===== src/rtl/mult_scheduler.sv =====
// mult_scheduler: a two-requester front end to one shared 4x4 unsigned
// shift-and-add multiplier. Only one transaction is in flight at a time.
// Arbitration is round-robin when both requesters are valid in the same cycle.
//
// Ports
//   clk, rst                         clock; synchronous active-high reset
//   reqN_valid/_ready/_a/_b (N=0,1)  operand handshake, 4-bit unsigned A, B
//   resN_valid/_ready/_product       result handshake, 8-bit product A*B
//   busy                             high whenever the FSM is not IDLE
//
// Build option
//   MULT_EARLY_EXIT_EN  when defined, CALC leaves as soon as the remaining
//                       multiplier bits are all zero, which takes 1..4 cycles.
//                       When undefined, CALC always takes 4 cycles.
module mult_scheduler (
   input  logic       clk,
   input  logic       rst,
   input  logic       req0_valid,
   output logic       req0_ready,
   input  logic [3:0] req0_a,
   input  logic [3:0] req0_b,
   input  logic       req1_valid,
   output logic       req1_ready,
   input  logic [3:0] req1_a,
   input  logic [3:0] req1_b,
   output logic       res0_valid,
   input  logic       res0_ready,
   output logic [7:0] res0_product,
   output logic       res1_valid,
   input  logic       res1_ready,
   output logic [7:0] res1_product,
   output logic       busy
);

   typedef enum logic [1:0] {IDLE, CALC, DONE} state_t;

   state_t     state_q, state_d;
   logic [7:0] acc_q, acc_d;
   logic [7:0] mcand_q, mcand_d;
   logic [3:0] mplier_q, mplier_d;
   logic [1:0] count_q, count_d;
   logic       owner_q, owner_d;
   logic       last_q, last_d;     // requester served most recently
   logic [7:0] prod0_q, prod0_d;
   logic [7:0] prod1_q, prod1_d;

   logic       grant;
   logic [7:0] acc_step;
   logic [3:0] mplier_sh;
   logic       exit_now;

   // On a tie the grant goes to whoever was not served last. With one valid
   // requester it simply wins.
   assign grant     = (req0_valid && req1_valid) ? ~last_q : req1_valid;
   assign acc_step  = acc_q + (mplier_q[0] ? mcand_q : 8'd0);
   assign mplier_sh = mplier_q >> 1;

`ifdef MULT_EARLY_EXIT_EN
   assign exit_now = (count_q == 2'd3) || (mplier_sh == 4'd0);
`else
   assign exit_now = (count_q == 2'd3);
`endif

   always_comb begin
      state_d    = state_q;
      acc_d      = acc_q;
      mcand_d    = mcand_q;
      mplier_d   = mplier_q;
      count_d    = count_q;
      owner_d    = owner_q;
      last_d     = last_q;
      prod0_d    = prod0_q;
      prod1_d    = prod1_q;
      req0_ready = 1'b0;
      req1_ready = 1'b0;
      case (state_q)
         IDLE: begin
            if (!rst) begin
               req0_ready = req0_valid && !grant;
               req1_ready = req1_valid && grant;
            end
            if (req0_ready || req1_ready) begin
               acc_d    = 8'd0;
               mcand_d  = {4'b0, (grant ? req1_a : req0_a)};
               mplier_d = grant ? req1_b : req0_b;
               count_d  = 2'd0;
               owner_d  = grant;
               state_d  = CALC;
            end
         end
         CALC: begin
            acc_d    = acc_step;
            mcand_d  = mcand_q << 1;
            mplier_d = mplier_sh;
            count_d  = count_q + 2'd1;
            // Product ports are latched on completion, so each port only
            // changes when its own requester finishes and then holds.
            if (exit_now) begin
               state_d = DONE;
               if (owner_q) prod1_d = acc_step;
               else         prod0_d = acc_step;
            end
         end
         DONE: begin
            if (owner_q ? res1_ready : res0_ready) begin
               state_d = IDLE;
               last_d  = owner_q;
            end
         end
         default: state_d = IDLE;
      endcase
   end

   always_ff @(posedge clk) begin
      if (rst) begin
         state_q  <= IDLE;
         acc_q    <= 8'd0;
         mcand_q  <= 8'd0;
         mplier_q <= 4'd0;
         count_q  <= 2'd0;
         owner_q  <= 1'b0;
         last_q   <= 1'b1;
         prod0_q  <= 8'd0;
         prod1_q  <= 8'd0;
      end else begin
         state_q  <= state_d;
         acc_q    <= acc_d;
         mcand_q  <= mcand_d;
         mplier_q <= mplier_d;
         count_q  <= count_d;
         owner_q  <= owner_d;
         last_q   <= last_d;
         prod0_q  <= prod0_d;
         prod1_q  <= prod1_d;
      end
   end

   assign res0_valid   = (state_q == DONE) && !owner_q;
   assign res1_valid   = (state_q == DONE) && owner_q;
   assign res0_product = prod0_q;
   assign res1_product = prod1_q;
   assign busy         = (state_q != IDLE);

endmodule

===== config.mk =====
export PLATFORM = sky130hd
export DESIGN_NAME = mult_scheduler
export DESIGN_NICKNAME = d
export VERILOG_FILES = /design/src/rtl/mult_scheduler.sv
export SDC_FILE = /design/constraint.sdc
export NUM_CORES = 1
export LEC_CHECK = 0
export BUFFER_PORTS_ARGS = -buffer_cell sky130_fd_sc_hd__buf_2
export CAP_MARGIN = 20
export CORE_MARGIN = 2
export CORE_UTILIZATION = 49
export DETAILED_ROUTE_END_ITERATION = 7
export GPL_TIMING_DRIVEN = 1
export PLACE_DENSITY = 0.81
export SYNTH_ARGS = -nofsm -noshare
export SYNTH_HDL_FRONTEND = slang
export SYNTH_SLANG_ARGS = --single-unit

===== constraint.sdc =====
create_clock -name clk -period 4.03 [get_ports clk]
set_input_delay 0.403 -clock clk [delete_from_list [all_inputs] [get_ports clk]]
set_output_delay 0.403 -clock clk [all_outputs]
set_load 0.01 [all_outputs]

* Word level (Yosys, flattened, before mapping)
Cells that the tools add are included.
** Cells by class
- Eq/ne operators :: 6
- Reduce and logical (&&, ||, !) cells :: 17
- Add/subtract/negate cells :: 2
- Mux-type cells :: 23
- Bitwise operators :: 2
** Operators with widths (count)
- $pmux W8 S2 :: 2
- $mux W8 :: 3
- $mux W4 :: 3
- $reduce_and A3 Y1 :: 3
- $add A8 B8 Y8 :: 1
- $mux W1 :: 8
- $mux W2 :: 4
- $pmux W4 S2 :: 1
- $ne A2 B2 Y1 const B :: 3
- $pmux W2 S3 :: 1
- $reduce_and A2 Y1 :: 3
- $logic_and A1 B1 Y1 :: 5
- $eq A2 B2 Y1 const B :: 2
- $pmux W2 S2 :: 1
- $reduce_bool A2 Y1 :: 2
- $add A2 B1 Y2 const B :: 1
- $eq A2 B1 Y1 const B :: 1
- $logic_not A1 Y1 :: 2
- $logic_not A2 Y1 :: 1
- $not A1 Y1 :: 2
- $logic_or A1 B1 Y1 :: 1
** Word-level totals
- Logic and storage cells :: 59
- Flip-flop bits (word level) :: 42
- Input port bits :: 22
- Output and inout bits :: 21

* Longest topological paths before layout
- Depth in word-level cells :: 9
- Gate-level depth with buffers :: 8
- Mapped depth without buffers :: 8

* Least setup slack after synthesis
Ideal clock, no wire load.
- Path kind :: flip-flop to flip-flop
- From :: reg mplier_q[0]
- To :: reg acc_q[6]
- Data arrival time :: 1.884 ns
- Cell stages (with the launch flop) :: 9
- Buffers on the path :: 0
- Slack :: 2.021 ns
- Data required time :: 3.905 ns
- Clock period less this slack :: 2.009 ns
- Cell sequence :: dfxtp_1 > and2_1 > ha_1 > inv_1 > fa_1 > nor2b_1 > o31ai_1 > a311oi_2 > o2bb2ai_1
** On the way
- Cells in the longest elaborated chain, start to end :: 3
** RTL lines
- start, declared :: line 40 : logic [3:0] mplier_q, mplier_d;
- start signal, assigned :: line 129 : mplier_q <= mplier_d;
- $mux W8 :: line 55 : assign acc_step = acc_q + (mplier_q[0] ? mcand_q : 8'd0);
- $add A8 B8 Y8 :: line 55
- $pmux W8 S2 :: line 76 : case (state_q)
- end signal, assigned :: line 117 : acc_q <= 8'd0;
- end signal, assigned :: line 127 : acc_q <= acc_d;
- end, declared :: line 38 : logic [7:0] acc_q, acc_d;
No other way between the ends.
A chain may end at the register's enable or synchronous reset.

* Worst setup path after layout
Ends and elaborated chain as after synthesis.

==> summary.json <==
{
  "outcome": {
    "result_of_the_run": "finished, final reports clean"
  },
  "synthesis": {
    "synth_cell_types": 59,
    "synth-simple-area-share": 0.227,
    "synth_mux_area_frac": 0.0789,
    "synth_xor_xnor_area_share": 0.00768,
    "post_synth_inst_count": 255,
    "asyncSetResetFlopFracSynth": 0,
    "synth_warnings": 0,
    "number_of_enable_flip_flop_cells_after_synthesis": 0,
    "mappedNetlistArea_um2": 2280,
    "synthAdderAreaFrac": 0.0526,
    "synth.avg_cell_area_um2": 8.95,
    "combinational_family_with_the_most_area_after_synthesis": "simple AND/OR/NAND/NOR gates",
    "synth_compound_gate_area_share": 0.212,
    "yosys_reg_bits": 42,
    "synthFlopType": "sky130_fd_sc_hd__dfxtp_1",
    "ys_seq_area_frac": 0.368,
    "syn_nets": 286
  },
  "cts": {
    "cts_num_sinks": 42,
    "cts.htree.levels": 2,
    "cts_hold_buffers": 0,
    "cts_inserted_buffers": 5,
    "cts_setup_buffers": 0,
    "clockRootBuffer": "sky130_fd_sc_hd__clkbuf_8",
    "cts-resized-gates": 0,
    "clkTransAtPathRegs_ns": 0.08,
    "cts_max_path_buffers": 2,
    "cts_tree": "built",
    "clock_latency_of_the_later_clocked_register_in_the_worst_skew_pair_ns": 0.30
  },
  "finish": {
    "layout_filler_cell_count": 403,
    "antenna_cells": 0,
    "area_delta_synth_final_pct": 14.1,
    "drive_gt1_frac": 0.238,
    "utilization": 0.590,
    "layout.cells.most_common_list": "sky130_fd_sc_hd__dfxtp_1 (42), sky130_fd_sc_hd__buf_2 (42), sky130_fd_sc_hd__nor2_1 (28)",
    "num-nets-final": 320,
    "stdcell_count": 342,
    "seqCellArea_um2": 841,
    "multi_input_comb_area_um2": 1320
  },
  "critical_path": {
    "critical_path.startpoint_type": "flop",
    "critical_path.endpoint_type": "flop",
    "worst_path_largest_cell_delay_ns": 0.44,
    "cell_class_contributing_the_biggest_share_of_worst_path_delay": "compound AO/OA/AOI/OAI gates",
    "wp_buf_inv": 1,
    "critPathSlowestCell": "sky130_fd_sc_hd__dfxtp_1",
    "data_arrival_at_the_endpoint_of_the_critical_path_ns": 2.48,
    "r2r_cells": 8,
    "crit_path_max_fanout": 9,
    "critical_path_depth": 8,
    "path_cells": "and2_1, ha_1, inv_1, fa_1, nor2b_1, o31ai_1, a311oi_2, o2bb2ai_1",
    "crit_type": "flop to flop",
    "required_ns": 4.21
  },
  "drt": {
    "detail_route.wl_per_cell_um": 14.2,
    "drt_drc_violations_left": 0,
    "route.vias.total": 1932,
    "routed_wl_mm": 4.86,
    "detailedRoute.firstIterationViolations": 155,
    "post_drt_via_cell_ratio": 5.65,
    "first_pass_iters": 4,
    "detail-route-antenna-nets": 0
  },
  "power_and_ir_drop": {
    "power.density_cell_area_nw_per_um2": 351,
    "p_leak_nw": 1.09,
    "vdd.ir_drop.worst_uv": 211,
    "totalPowerFinal_w": 0.000913
  },
  "worst_hold_path": {
    "min_delay_path_depth": 3,
    "hold_class": "input port to flop"
  },
  "sta": {
    "finClkSkew_ns": 0.00613,
    "min_period_ns": 2.29,
    "setup_viol": 0,
    "finalSetupTns_ns": 0,
    "drv_slew": 0,
    "slew_headroom": 0.441,
    "timing_worst_slew_pin_value_ns": 0.836,
    "max_clock_freq_ghz": 0.436,
    "rsz0062_at_grt": "false",
    "final_hold_viol_count": 0,
    "layout_worst_path_cycle_share": 0.569
  },
  "place": {
    "numPlacedInstances": 334,
    "place_hpwl_mm": 3.45,
    "routabilityCongestion": 0.921,
    "place.port_buffers": 42
  },
  "die": {
    "std_cell_rows": 24,
    "fp.coreArea_um2": 4410,
    "floorplan.io_pins": 43,
    "die_area_um2": 5220,
    "die_h_um": 72.2,
    "floorplan.initialDensity": 0.517,
    "dieWidth_um": 72.2
  },
  "grt": {
    "grt.total_usage": 0.202,
    "pin_count_of_the_biggest_net_entering_global_routing": 46,
    "grt_pass1_vias": 1879,
    "grt_antenna_before_repair": 0,
    "first_pass_grt_wire_length_mm": 8.27,
    "gr-total-overflow": 0
  },
  "job": {
    "max-cap-violations": 0
  }
}
## final timing paths
path	startpoint	endpoint	slack [ns]
max reg2reg	mplier_q[0]$_SDFFE_PP0P_	acc_q[6]$_SDFFE_PP0P_	1.74
max	mplier_q[0]$_SDFFE_PP0P_	acc_q[6]$_SDFFE_PP0P_	1.74
min	res1_ready	last_q$_SDFFE_PP1P_	0.39
min reg2reg	res0_product[6]$_SDFFE_PP0P_	res0_product[6]$_SDFFE_PP0P_	0.45
## synthesized netlist by cell type (3+ instances only)
| master | number | area share |
|---|---|---|
| sky130_fd_sc_hd__and2_1 | 8 | 0.022 |
| sky130_fd_sc_hd__clkbuf_1 | 6 | 0.0099 |
| sky130_fd_sc_hd__inv_1 | 5 | 0.0082 |
| sky130_fd_sc_hd__clkbuf_8 | 3 | 0.018 |
| sky130_fd_sc_hd__ha_1 | 8 | 0.044 |
| sky130_fd_sc_hd__mux2i_1 | 9 | 0.039 |
| sky130_fd_sc_hd__dfxtp_1 | 42 | 0.37 |
| sky130_fd_sc_hd__nand3b_1 | 6 | 0.020 |
| sky130_fd_sc_hd__a311oi_2 | 3 | 0.020 |
| sky130_fd_sc_hd__a211oi_1 | 4 | 0.013 |
| sky130_fd_sc_hd__o21ai_0 | 7 | 0.015 |
| sky130_fd_sc_hd__o22ai_1 | 3 | 0.0082 |
| sky130_fd_sc_hd__nand3_1 | 6 | 0.013 |
| sky130_fd_sc_hd__o21ai_1 | 5 | 0.011 |
| sky130_fd_sc_hd__nand2b_1 | 5 | 0.014 |
| sky130_fd_sc_hd__a22oi_1 | 8 | 0.026 |
| sky130_fd_sc_hd__nor2b_1 | 7 | 0.019 |
| sky130_fd_sc_hd__mux2_2 | 6 | 0.030 |
| sky130_fd_sc_hd__o211ai_1 | 3 | 0.0099 |
| sky130_fd_sc_hd__a21oi_1 | 15 | 0.033 |
| sky130_fd_sc_hd__nand2_1 | 18 | 0.030 |
| sky130_fd_sc_hd__nor2_1 | 28 | 0.046 |
| sky130_fd_sc_hd__buf_2 | 5 | 0.011 |
## stage by stage
step | setup slack, ns | hold slack, ns | cell area [um2]
5_1_grt | 1.54 | 0.405 | 2600
4_1_cts | 1.72 | 0.381 | 2600
2_1_floorplan | 2.02 | 0.436 | 2280
3_3_place_gp | 1.86 | 0.433 | 2460
6_report | 1.74 | 0.388 | 2600
3_5_place_dp | 1.75 | 0.439 | 2460
## logic make-up (layout without fill, tap and decap cells)
logic type / count (synthesis) / in the layout
multiplexers: 17 / 17
buffers and inverters: 21 / 56
adder cells (fa/ha/maj): 9 / 9
AND/OR/NAND/NOR: 96 / 96
AO/OA/AOI/OAI: 68 / 68
XOR/XNOR: 2 / 2
flip-flops: 42 / 42
## where the power goes
part | switching (W) | internal, W | total, W
clock network | 0.000145 | 0.000264 | 0.000409
logic | 0.0000407 | 0.0000318 | 0.0000724
registers | 0.00000909 | 0.000422 | 0.000431
total | 0.000195 | 0.000718 | 0.000913
## area by class of cell
cell class	count	share of cell area
Multi-Input combinational cell	192	0.506
Sequential cell	42	0.323
Timing Repair Buffer	43	0.0836
Clock buffer	6	0.0317
Tap cell	52	0.0250
Clock inverter	2	0.0231
Inverter	5	0.00721
## worst reg2reg max path, cell delays in order (launching register included)
cell and delay, ns:
sky130_fd_sc_hd__dfxtp_1 0.44, sky130_fd_sc_hd__and2_1 0.17, sky130_fd_sc_hd__ha_1 0.19, sky130_fd_sc_hd__inv_1 0.07
sky130_fd_sc_hd__fa_1 0.41, sky130_fd_sc_hd__nor2b_1 0.22, sky130_fd_sc_hd__o31ai_1 0.16, sky130_fd_sc_hd__a311oi_2 0.39
sky130_fd_sc_hd__o2bb2ai_1 0.12
## layer usage
layer  GRT usage  vias up  part of all wire
li1            -      988                 -
met1       0.260      884              0.47
met2       0.326       54              0.46
met3      0.0500        6             0.053
met4      0.0797        0             0.013
met5           0        -                 0
## registers in the layout (all words and copies together), names as in the netlist
register      count
acc_q             8
mcand_q           8
res0_product      8
res1_product      8
mplier_q          4
count_q           2
state_q           2
last_q            1
owner_q           1
No activity file was read; power rests on OpenSTA's default activity.
